--- src/rtl/lfo_rom_sequencer_if.sv ---
// ROM bus shared between the LFO sequencer (master) and the sine ROM (slave).
// Read data is signed two's complement; the ROM returns it a fixed number of clocks after the address.
interface lfo_rom_sequencer_if #(
    parameter int ADDR_W = 12,
    parameter int DATA_W = 16
);
    logic                     rom_cs;
    logic [ADDR_W-1:0]        rom_addr;
    logic signed [DATA_W-1:0] rom_data;

    modport master (
        output rom_cs,
        output rom_addr,
        input  rom_data
    );

    modport slave (
        input  rom_cs,
        input  rom_addr,
        output rom_data
    );
endinterface

--- src/rtl/lfo_rom_sequencer.sv ---
// Time-multiplexes NCH pan LFOs onto one shared sine ROM; each tick sweeps all channels in order.
// Optional per-channel modulation depth is enabled by defining LFO_DEPTH_EN.
module lfo_rom_sequencer #(
    parameter int                 NCH       = 4,
    parameter int                 PHASE_W   = 24,
    parameter int                 ADDR_W    = 12,
    parameter int                 DATA_W    = 16,
    parameter int                 ROM_LAT   = 1,
    parameter logic [PHASE_W-1:0] DEFAULT_F = PHASE_W'(24'h001B4F),
    localparam int                SEL_W     = (NCH > 1) ? $clog2(NCH) : 1
) (
    input  logic                   Clk,
    input  logic                   Reset,
    input  logic                   tick,
    input  logic                   f_we,
    input  logic [SEL_W-1:0]       f_sel,
    input  logic [PHASE_W-1:0]     f_data,
`ifdef LFO_DEPTH_EN
    input  logic                   d_we,
    input  logic [8:0]             d_data,
`endif
    lfo_rom_sequencer_if.master    rom,
    output logic [NCH*DATA_W-1:0]  pan_out,
    output logic                   busy,
    output logic                   done,
    output logic                   overrun
);

    localparam logic [1:0] IDLE = 2'd0;
    localparam logic [1:0] ADDR = 2'd1;
    localparam logic [1:0] WAIT = 2'd2;
    localparam logic [1:0] CAPT = 2'd3;

    localparam int CNT_W = (ROM_LAT > 1) ? $clog2(ROM_LAT) : 1;
    localparam logic signed [DATA_W-1:0] MID = {2'b01, {(DATA_W-2){1'b0}}};

    logic [1:0]               state;
    logic [SEL_W-1:0]         ch;
    logic [CNT_W-1:0]         wcnt;
    logic [PHASE_W-1:0]       phase [NCH];
    logic [PHASE_W-1:0]       freq  [NCH];
    logic signed [DATA_W-1:0] pan_r [NCH];
    logic [PHASE_W-1:0]       phase_nxt;
    logic signed [DATA_W-1:0] gain_capt;
    logic                     last_ch;
    logic                     sel_ok;

`ifdef LFO_DEPTH_EN
    logic [8:0] depth [NCH];

    function automatic logic [8:0] sat_depth(input logic [8:0] d);
        return (d > 9'd256) ? 9'd256 : d;
    endfunction

    // Scale the halved sine by depth/256 before re-centring on mid-scale.
    function automatic logic signed [DATA_W-1:0] to_gain(
        input logic signed [DATA_W-1:0] d,
        input logic [8:0]               dep
    );
        logic signed [DATA_W+9:0] prod;
        logic signed [DATA_W+9:0] prod_sh;
        prod    = (DATA_W+10)'(d >>> 1) * (DATA_W+10)'($signed({1'b0, dep}));
        prod_sh = prod >>> 8;
        return prod_sh[DATA_W-1:0] + MID;
    endfunction

    assign gain_capt = to_gain(rom.rom_data, depth[ch]);
`else
    function automatic logic signed [DATA_W-1:0] to_gain(input logic signed [DATA_W-1:0] d);
        return (d >>> 1) + MID;
    endfunction

    assign gain_capt = to_gain(rom.rom_data);
`endif

    assign phase_nxt = phase[ch] + freq[ch];
    assign last_ch   = (32'(ch) == NCH - 1);
    assign sel_ok    = (32'(f_sel) < NCH);

    always_comb begin
        pan_out = '0;
        for (int k = 0; k < NCH; k++) begin
            pan_out[k*DATA_W +: DATA_W] = pan_r[k];
        end
    end

    always_ff @(posedge Clk) begin
        if (Reset) begin
            state        <= IDLE;
            ch           <= '0;
            wcnt         <= '0;
            busy         <= 1'b0;
            done         <= 1'b0;
            overrun      <= 1'b0;
            rom.rom_cs   <= 1'b0;
            rom.rom_addr <= '0;
            for (int k = 0; k < NCH; k++) begin
                phase[k] <= '0;
                freq[k]  <= DEFAULT_F;
                pan_r[k] <= MID;
`ifdef LFO_DEPTH_EN
                depth[k] <= 9'd256;
`endif
            end
        end else begin
            done <= 1'b0;
            if (tick && state != IDLE) begin
                overrun <= 1'b1;
            end
            case (state)
                IDLE: begin
                    if (tick) begin
                        ch    <= '0;
                        state <= ADDR;
                    end
                end
                // Phase step and ROM address issue for the current channel.
                ADDR: begin
                    phase[ch]    <= phase_nxt;
                    rom.rom_addr <= phase_nxt[PHASE_W-1 -: ADDR_W];
                    rom.rom_cs   <= 1'b1;
                    busy         <= 1'b1;
                    wcnt         <= '0;
                    state        <= WAIT;
                end
                WAIT: begin
                    if (32'(wcnt) == ROM_LAT - 1) begin
                        state <= CAPT;
                    end else begin
                        wcnt <= wcnt + CNT_W'(1);
                    end
                end
                // ROM data is valid here; convert and commit this channel's gain.
                CAPT: begin
                    pan_r[ch]  <= gain_capt;
                    rom.rom_cs <= 1'b0;
                    if (last_ch) begin
                        busy  <= 1'b0;
                        done  <= 1'b1;
                        state <= IDLE;
                    end else begin
                        ch    <= ch + SEL_W'(1);
                        state <= ADDR;
                    end
                end
                default: state <= IDLE;
            endcase
            if (f_we && sel_ok) begin
                freq[f_sel] <= f_data;
            end
`ifdef LFO_DEPTH_EN
            if (d_we && sel_ok) begin
                depth[f_sel] <= sat_depth(d_data);
            end
`endif
        end
    end

endmodule

--- src/flat_wrapper.sv ---
// flat-port wrapper written by rule: the top's interface ports become plain ports
module lfo_rom_sequencer_flat 
#(
    parameter int                 NCH       = 4,
    parameter int                 PHASE_W   = 24,
    parameter int                 ADDR_W    = 12,
    parameter int                 DATA_W    = 16,
    parameter int                 ROM_LAT   = 1,
    parameter logic [PHASE_W-1:0] DEFAULT_F = PHASE_W'(24'h001B4F),
    localparam int                SEL_W     = (NCH > 1) ? $clog2(NCH) : 1
)
  (Clk, Reset, tick, f_we, f_sel, f_data, pan_out, busy, done, overrun, rom_rom_cs, rom_rom_addr, rom_rom_data);
  lfo_rom_sequencer_if #(.ADDR_W(ADDR_W), .DATA_W(DATA_W)) rom_i ();
  input  logic Clk;
  input  logic Reset;
  input  logic tick;
  input  logic f_we;
  input  logic [SEL_W-1:0] f_sel;
  input  logic [PHASE_W-1:0] f_data;
  output logic [NCH*DATA_W-1:0] pan_out;
  output logic busy;
  output logic done;
  output logic overrun;
  output wire logic [$bits(rom_i.rom_cs)-1:0] rom_rom_cs;
  output wire logic [$bits(rom_i.rom_addr)-1:0] rom_rom_addr;
  input wire logic [$bits(rom_i.rom_data)-1:0] rom_rom_data;
  assign rom_rom_cs = rom_i.rom_cs;
  assign rom_rom_addr = rom_i.rom_addr;
  assign rom_i.rom_data = rom_rom_data;
  lfo_rom_sequencer #(.NCH(NCH), .PHASE_W(PHASE_W), .ADDR_W(ADDR_W), .DATA_W(DATA_W), .ROM_LAT(ROM_LAT), .DEFAULT_F(DEFAULT_F)) u_core (.Clk(Clk), .Reset(Reset), .tick(tick), .f_we(f_we), .f_sel(f_sel), .f_data(f_data), .rom(rom_i), .pan_out(pan_out), .busy(busy), .done(done), .overrun(overrun));
endmodule
--- config.mk ---
export PLATFORM = sky130hd
export DESIGN_NAME = lfo_rom_sequencer_flat
export DESIGN_NICKNAME = d
export VERILOG_FILES = /design/src/rtl/lfo_rom_sequencer_if.sv /design/src/rtl/lfo_rom_sequencer.sv /design/src/flat_wrapper.sv
export SDC_FILE = /design/constraint.sdc
export NUM_CORES = 1
export LEC_CHECK = 0
export BUFFER_PORTS_ARGS = -buffer_cell sky130_fd_sc_hd__buf_2
export CAP_MARGIN = 20
export CORE_MARGIN = 3
export CORE_UTILIZATION = 59
export CTS_CLUSTER_SIZE = 8
export DETAILED_ROUTE_END_ITERATION = 8
export PLACE_DENSITY = 0.8
export SYNTH_ARGS = -nofsm -noshare
export SYNTH_HDL_FRONTEND = slang
export SYNTH_SLANG_ARGS = --single-unit
--- constraint.sdc ---
create_clock -name Clk -period 4.5 [get_ports Clk]
set_input_delay 0.45 -clock Clk [delete_from_list [all_inputs] [get_ports Clk]]
set_output_delay 0.45 -clock Clk [all_outputs]
set_load 0.005 [all_outputs]
After elaboration in Yosys (flattened, before gate mapping):

Memories as Yosys holds them, arrays and structs flattened. A register that Yosys moved wholly into a read port is not among the register bits.
Cells that the tools add are included.

* flip-flop bits (word level): 21
* memory bits (writable): 256
* logic and storage cells: 74
* memories: 3

Memories
* u_core.freq: depth 4, bits a word 24, rd ports 1, clocked after memory_dff 1, wr ports 4, RTL line lfo_rom_sequencer.sv:41 `logic [PHASE_W-1:0] freq [NCH];`
* u_core.phase: depth 4, bits a word 24, rd ports 1, clocked after memory_dff 1, wr ports 4, RTL line lfo_rom_sequencer.sv:40 `logic [PHASE_W-1:0] phase [NCH];`
* u_core.pan_r: depth 4, bits a word 16, rd ports 4, clocked after memory_dff 0, wr ports 4, RTL line lfo_rom_sequencer.sv:42 `logic signed [DATA_W-1:0] pan_r [NCH];`

* add/sub/neg operators: 4
* eq/ne operators: 8
* multiplexer cells: 37
* bitwise gates (word level): 1
* reduce and logical (&&, ||, !) cells: 13

Operators by type and width (number)
* $mux W24: 2
* $reduce_or A24 Y1: 2
* $add A24 B24 Y24: 1
* $mux W2: 11
* $mux W1: 18
* $add A15 B16 Y16 const B: 1
* $mux W16: 1
* $reduce_or A16 Y1: 1
* $pmux W2 S4: 1
* $reduce_bool A2 Y1: 4
* $eq A2 B2 Y1 const B: 3
* $ne A2 B2 Y1 const B: 3
* $pmux W1 S2: 3
* $pmux W2 S2: 1
* $reduce_and A2 Y1: 2
* $reduce_and A3 Y1: 1
* $add A2 B1 Y2 const B: 1
* $eq A2 B1 Y1 const B: 1
* $logic_not A2 Y1: 1
* $ne A2 B1 Y1 const B: 1
* $reduce_or A2 Y1: 1
* $add A1 B1 Y1 const B: 1
* $logic_and A1 B1 Y1: 1
* $not A1 Y1: 1

Logic depth before layout (Yosys ltp):

Gate-level depths: netlist of the first run.

* depth in word-level cells: 6
* mapped depth: 12
* mapped depth without buffers: 9

Worst setup path after synthesis of the first run:

Ideal clock, no wire load.

* kind: reg2reg
* start point: register with a tool-made name
* end point: memory u_core.phase[0][14], data pin
* arrival: 3.543 ns
* required time: 4.234 ns
* path slack: 0.691 ns
* cell stages (with the launch flop): 12
* path buffers: 2
* clock period less this slack: 3.809 ns
* cells stage by stage: dfxtp_1 -> buf_1 -> buf_2 -> mux4_2 -> ha_1 -> fa_1 -> a21o_1 -> a221o_1 -> a21o_1 -> nor3_1 -> xor2_1 -> nor2_1

RTL lines (RTL line)
* end, declared: lfo_rom_sequencer.sv:40

==> metrics.cfg, run 1 <==
[min_path]
holdPathStages=3
hold_path_class=primary input to register
hold_start=tick
min_to=u_core.overrun

[pwr]
internal_power_mw=5.338
seqPwrFrac_pct=42.4
p_clk_share_pct=38.0
power_density_nw_per_um2=491.2
p_total_mw=7.387
ir_worst_vdd_mv=0.3833
p_leak_nw=5.782
p_sw_mw=2.049
p_sw_share_pct=27.74
p_comb_share_pct=19.7

[routing]
wl_per_cell_um=21.52
ant_nets=0
drt-total-wl_um=29680
via_per_inst=5.992
firstDrtPassIters=5
via_count=8263
drt_iter0_drc=803
drc_errors=0

[floorplan]
pin_count=126
start_util_pct=60.79
die_w_um=154.1
num_rows=53
fp.dieH_um=154.1
dieArea_um2=23750
fp.coreArea_um2=21290

[grt]
antenna_found_initial=2
grt_pass1_wl_um=46140
grt.overflow.total=0
track_usage_pct=24.96
grt_max_degree=30
grt_pass1_vias=8214

[placed_design]
portBuffers=120
pre_cts_slack_ns=0.7341
dp_cells=1312
gp_congestion=0.9373
hpwl_um=19170
dpl_cell_area_um2=13840

[sta]
setup_tns_ns=0
tightest_slew_ns=0.9938
finClkSkew_ns=0.01181
fmax_mhz=260.7
min_period_ns=3.836
slew_headroom_pct=33.61
final-setup-viol-count=0
rsz0062_at_grt=no
min_period_over_period_pct=85.24
hold_violations=0
holdWs_ns=0.1832
slew_violations=0
setup_ws_ns=0.6640

[synthesis]
synth_area_um2=12940
synth_top_area_share_pct=58.48
synth_edf_count=252
ys_async_sr_fraction_pct=0
synth_area_per_cell_um2=13.68
yosys.area.top_type=edfxtp_1
ys.flop_type=edfxtp_1
synth_cells=946
yosys_warnings=0
synthTopCellsByArea=edfxtp_1, mux4_2, and2_1
ys_seq_area_share_pct=61.88
yosys_register_bits=274
yosysUniqueCellTypes=70

[critical_path]
start_kind=register
crit_fanout=16
max_stage_delay_ns=0.60
endpoint_kind=register
reg2reg_to=u_core.phase[2][21]
r2r_slack_ns=0.66
crit_required_ns=4.74
rr_worst_depth=9
cp_slowest_cell=mux4_2
worstSetupPathType=register to register
cp.arrival_ns=4.08
cp_cell_sequence=buf_4, mux4_2, ha_1, a21oi_1, nor3b_1, o21ai_0, and2_1, nor4_1, nor3_1

[clock_network]
cts_sinks=274
cts_hold_buffers=0
clk_pin_slew_ns=0.05
htree_levels=2
cts_buffer_depth=3
cts_resized=0
cts.repair_timing.setup_buffer_count=0
cts_made_buffers=40
cts-root-buf=clkbuf_16
insertion_delay_ns=0.52
cts_tree=yes

[final_layout]
postLayoutCellArea_um2=15040
seq_area_um2=8013
fin_nets=1153
drive_gt1_share_pct=24.68
final_util_pct=70.65
multi_input_area_um2=4638
final_cell_count_no_fill=1379
syn_to_final_growth_pct=16.22
fillCellCount=1411

[run_status]
status=complete, no violations

[job]
maxCapViolations=0

[worst max-delay path, delay by kind of cell, from the launching register on]
kind	cells	cell delay (ns)
flops	1	0.52
fa+ha+maj	1	0.50
simple gates	4	1.15
mux	1	0.60
buf+inv	1	0.35
compound gates	2	0.43
[worst max-delay path by stage]
stage | slack (ns) | from | end
floorplan | 0.69 | register | u_core.phase[0][14]
global placement | 0.74 | register | u_core.phase[1][14]
detailed placement | 0.73 | register | u_core.phase[2][14]
CTS | 0.71 | register | u_core.phase[2][14]
global route | 0.44 | register | u_core.phase[2][21]
finish | 0.66 | register | u_core.phase[2][21]
[state kept, by name, summed over array words and instances (netlist names), 2 cells and up, named ones only]
name                 count
u_core.pan_r            60
u_core.ch                2
u_core.phase            96
u_core.freq             96
u_core.rom.rom_addr     12
u_core.state             2
[per-layer routing]
layer  wire length [um]  share of wire [%]  track usage (%)  vias to the layer above
li1                   -                  -                -                     3782
met1              12080                 41            33.66                     4104
met2              14830                 50            40.83                      315
met3               2064                7.0            6.305                       58
met4                611                2.1            6.644                        4
met5                 92               0.31            2.484                        -
[synthesized netlist by cell type (all sizes together) (3+ instances only)]
cell type and number:
mux2i 4, or2 9, nand2 47, nor2 68
a21o 13, xnor2 9, nor2b 5, nand3 8
a21oi 32, nand2b 49, and3 6, o211a 3
buf 18, o211ai 4, a211oi 8, a211o 6
a31o 5, nor3 27, and2 131, ha 27
nor3b 6, dfxtp 22, nand4 8, or3 7
edfxtp 252, clkbuf 37, mux4 47, o21ai 27
o21a 4, xor2 6, inv 20, a22oi 3
[final cells by class]
type                            count  share of cell area [%]
Clock inverter                      3                  0.5075
Sequential cell                   274                   53.28
Tap cell                          275                   2.288
Clock buffer                       62                   7.413
Antenna cell                        2                 0.03328
Multi-Input combinational cell    600                   30.84
Timing Repair Buffer              143                   5.141
Inverter                           20                  0.4992
[power groups by stage]
stage	registers, mW	clock network, mW	logic [mW]
2_1_floorplan	3.16	0	1.01
3_3_place_gp	3.16	0	1.40
3_5_place_dp	3.18	0	1.43
4_1_cts	3.13	2.84	1.44
5_1_grt	3.15	2.93	1.59
6_report	3.13	2.80	1.45
[placed cells by master (no fill, tap or decap), types with 3 or more instances in the layout]
cell type and instances:
mux2i_1 4, a31o_2 4, edfxtp_1 252, nor2_1 68
buf_2 120, a22oi_1 3, nand2b_1 49, clkbuf_16 41
and3_1 6, buf_4 23, nand4_1 8, nand3_1 8
o21ai_1 5, a211oi_1 6, a21o_1 12, xnor2_1 9
a21oi_1 28, nor2b_1 5, nor3_1 25, dfxtp_1 20
nor3b_1 4, a211o_1 5, mux4_2 47, or3_1 6
ha_1 27, or2_2 8, conb_1 4, o21ai_0 21
xor2_1 6, and2_1 131, o211a_1 3, inv_1 20
o21a_1 4, nand2_1 47, clkbuf_1 20
[logic make-up (layout without fill, tap and decap cells)]
logic type	after synthesis	after routing	synth area share, %
adder cells (fa/ha/maj)	28	28	2.765
multiplexers	51	51	8.490
XOR/XNOR	15	15	1.015
other	1	6	0.02898
AO/OA/AOI/OAI	127	127	7.581
buffers and inverters	75	228	2.475
flip-flops	274	274	61.88
AND/OR/NAND/NOR	375	375	15.76
(Power assumes the default switching activity.)
==> inputs of run 2 (changes only) <==
Settings changed: ABC_AREA set to 1.
==> run 2 against run 1 <==
  * Clock power is 3% lower
  * Combinational power grew to 3.3 times the previous value
  * Worst setup slack better by 0.43 ns
  * Utilization is 0.25 points lower
  * Wire length is 4.9% higher
  * Synthesized cell count is 44% higher
  * Largest cell class unchanged
  * Largest power group is now combinational logic
==> metrics.cfg, run 2 <==
[run_status]
status=complete, no violations  ; unchanged

[floorplan]
start_util_pct=60.88  ; was 60.79%
die_w_um=154.2  ; was 154.1 um
fp.dieH_um=154.2  ; was 154.1 um
fp.coreArea_um2=21290  ; unchanged
num_rows=53  ; unchanged
pin_count=126  ; unchanged
dieArea_um2=23780  ; was 23,750 um^2

[pwr]
p_clk_share_pct=25.0  ; was 38.0%
p_comb_share_pct=44.5  ; was 19.7%
p_sw_mw=4.547  ; was 2.049 mW
p_leak_nw=6.505  ; was 5.782 nW
power_density_nw_per_um2=728.1  ; was 491.2 nW/um^2
internal_power_mw=6.365  ; was 5.338 mW
p_sw_share_pct=41.67  ; was 27.74%
ir_worst_vdd_mv=0.4335  ; was 0.3833 mV
seqPwrFrac_pct=30.5  ; was 42.4%
p_total_mw=10.91  ; was 7.387 mW

[clock_network]
cts_sinks=274  ; unchanged
cts_made_buffers=40  ; unchanged
cts_hold_buffers=0  ; unchanged
clk_pin_slew_ns=0.05  ; about the same
cts_buffer_depth=3  ; unchanged
htree_levels=2  ; unchanged
cts-root-buf=clkbuf_16  ; unchanged
cts_tree=yes  ; unchanged
cts_resized=0  ; unchanged
cts.repair_timing.setup_buffer_count=0  ; unchanged
insertion_delay_ns=0.54  ; was 0.52 ns

[placed_design]
pre_cts_slack_ns=1.208  ; was 0.7341 ns
hpwl_um=20190  ; was 19,170 um
portBuffers=120  ; unchanged
gp_congestion=0.9527  ; was 0.9373

[final_layout]
layout_commonest_cell=nor2_1  ; was edfxtp_1
antennaDiodeCount=0  ; was 2
final_cell_mix=nor2_1, edfxtp_1, nand2_1  ; was edfxtp_1, and2_1, buf_2
reg_top3=u_core.freq: 96 flops, u_core.phase: 96 flops, u_core.pan_r: 60 flops  ; unchanged
final_util_pct=70.41  ; was 70.65%
syn_to_final_growth_pct=15.65  ; was 16.22%
fin_nets=1568  ; was 1,153
drive_gt1_share_pct=15.03  ; was 24.68%

[sta]
holdWs_ns=0.1907  ; was 0.1832 ns
setup_tns_ns=0  ; unchanged
min_period_ns=3.402  ; was 3.836 ns
slew_violations=0  ; unchanged
slew_headroom_pct=26.34  ; was 33.61%
finClkSkew_ns=0.01742  ; was 0.01181 ns
fmax_mhz=294.0  ; was 260.7 MHz
tightest_slew_ns=1.099  ; was 0.9938 ns
setup_ws_ns=1.098  ; was 0.6640 ns
min_period_over_period_pct=75.60  ; was 85.24%
final-setup-viol-count=0  ; unchanged
hold_violations=0  ; unchanged
rsz0062_at_grt=no  ; unchanged

[critical_path]
cp_cell_sequence=buf_4, o21ai_0, o22ai_1, ha_1, nand2_1, nor2_1, nand2_1, nor2_1, nand2_1, nand3_1, nand2_1, nand3_1, nor2_1  ; was buf_4, mux4_2, ha_1, a21oi_1, nor3b_1, o21ai_0, and2_1, nor4_1, nor3_1
start_kind=register  ; unchanged
cp_slowest_cell=buf_4  ; was mux4_2
cp.arrival_ns=3.67  ; was 4.08 ns
endpoint_kind=register  ; unchanged
critPathMostFrequentCell=nand2_1
worstSetupPathType=register to register  ; unchanged
max_stage_delay_ns=0.73  ; was 0.60 ns
crit_required_ns=4.77  ; was 4.74 ns
crit_fanout=96  ; was 16

[grt]
grtUsageMet1_pct=33.79  ; was 33.66%
antenna_found_initial=0  ; was 2
grt_pass1_vias=9776  ; was 8,214
track_usage_pct=26.05  ; was 24.96%
met3_usage_pct=4.701  ; was 6.305%
grt.overflow.total=0  ; unchanged
grt_pass1_wl_um=49130  ; was 46,140 um
grt.busiest_layer=met2  ; unchanged
grt_max_degree=97  ; was 30
met2_usage_pct=44.16  ; was 40.83%

[routing]
via_count=9883  ; was 8,263
ant_nets=0  ; unchanged
drc_errors=0  ; unchanged
drt-total-wl_um=31140  ; was 29,680 um
firstDrtPassIters=6  ; was 5
wl_per_cell_um=17.38  ; was 21.52 um
via_per_inst=5.515  ; was 5.992
drt_iter0_drc=963  ; was 803

[synthesis]
ys_async_sr_fraction_pct=0  ; unchanged
synth.most_common_cell=nor2_1  ; was edfxtp_1
synth_simple_gate_area_share_pct=21.04  ; was 15.76%
yosys_warnings=0  ; unchanged
synthTopCellsByArea=edfxtp_1, nor2_1, nand2_1  ; was edfxtp_1, mux4_2, and2_1
synth_fa_ha_area_share_pct=2.761  ; was 2.765%
synth_xor_xnor_area_share_pct=0.1255  ; was 1.015%
synth_area_per_cell_um2=9.500  ; was 13.68 um^2
synth_cells=1364  ; was 946
synthMuxAreaShare_pct=0  ; was 8.490%
ys.flop_type=edfxtp_1  ; unchanged
ys_top_cells_by_count=nor2_1, edfxtp_1, nand2_1  ; was edfxtp_1, and2_1, nor2_1
synth_top_area_share_pct=58.40  ; was 58.48%
synth_area_um2=12960  ; was 12,940 um^2
yosysUniqueCellTypes=36  ; was 70
yosys_register_bits=274  ; unchanged
synth_compound_area_share_pct=7.000  ; was 7.581%
synth_top_family_by_area=simple AND/OR/NAND/NOR gates  ; unchanged
synth_edf_count=252  ; unchanged
ys_seq_area_share_pct=61.79  ; was 61.88%
yosys.area.top_type=edfxtp_1  ; unchanged

[min_path]
hold_path_class=primary input to register  ; unchanged
hold_start=tick  ; unchanged

[job]
maxCapViolations=0  ; unchanged

==> run 2: cell types whose count changed in the layout (fill, tap and decap cells not counted), sizes merged, moves of 11 or more <==
cell and change:
nor2 +270, nand2 +204, inv +159, and2 -129, o21ai +68, nand2b -49, mux4 -47, o22ai +45
nand3 +29, a21o -13, a21oi -11
==> run 2: cells by family after synthesis <==
family	Yosys count
AO/OA/AOI/OAI	166
XOR/XNOR	1
buffers and inverters	233
other	1
adder cells (fa/ha/maj)	28
AND/OR/NAND/NOR	661
flip-flops	274
==> run 2: critical path, delay by kind of cell (launching register included) <==
kind	cells	cell delay (ns)
AND/OR/NAND/NOR	9	1.05
buffers and inverters	1	0.73
AO/OA/AOI/OAI	2	0.68
flip-flops	1	0.32
adder cells (fa/ha/maj)	1	0.32
==> run 2: routing by layer <==
layer,routed length (um),part of all wire (%)
met2,15450,50
met5,0,0
met4,811,2.6
met1,12110,39
met3,2766,8.9
==> run 2: per-stage QoR <==
step	area [um^2]	cells
global route	14990	1792
CTS	14980	1791
detailed placement	13820	1726
floorplan	12970	1367
global placement	13820	1726
finish	14990	1792
==> run 2: power groups by stage <==
stage	Combinational [mW]	Sequential, mW	Clock (mW)
final	4.85	3.32	2.73
after global routing	5.48	3.35	2.86
after CTS	4.79	3.32	2.75
after detailed placement	4.76	3.37	0
after global placement	4.63	3.35	0
after floorplan	3.54	3.36	0
==> run 2: worst paths after layout <==
path,to,slack (ns),depth (start not counted)
setup / recovery,u_core.phase[2][22],1.10,13
hold / removal,u_core.overrun,0.19,3
setup reg to reg,u_core.phase[2][22],1.10,13
hold reg to reg,u_core.rom.rom_addr[0],0.44,2
==> run 2: cell type report <==
type | count | area [um^2]
inverters | 178 | 668.1
well taps | 275 | 344.1
fillers | 1511 | 6300
clock buffers | 61 | 1080
clock inverters | 4 | 76.32
flip-flops and latches | 274 | 8009
multi-input cells | 860 | 4046
repair buffers | 140 | 763.2
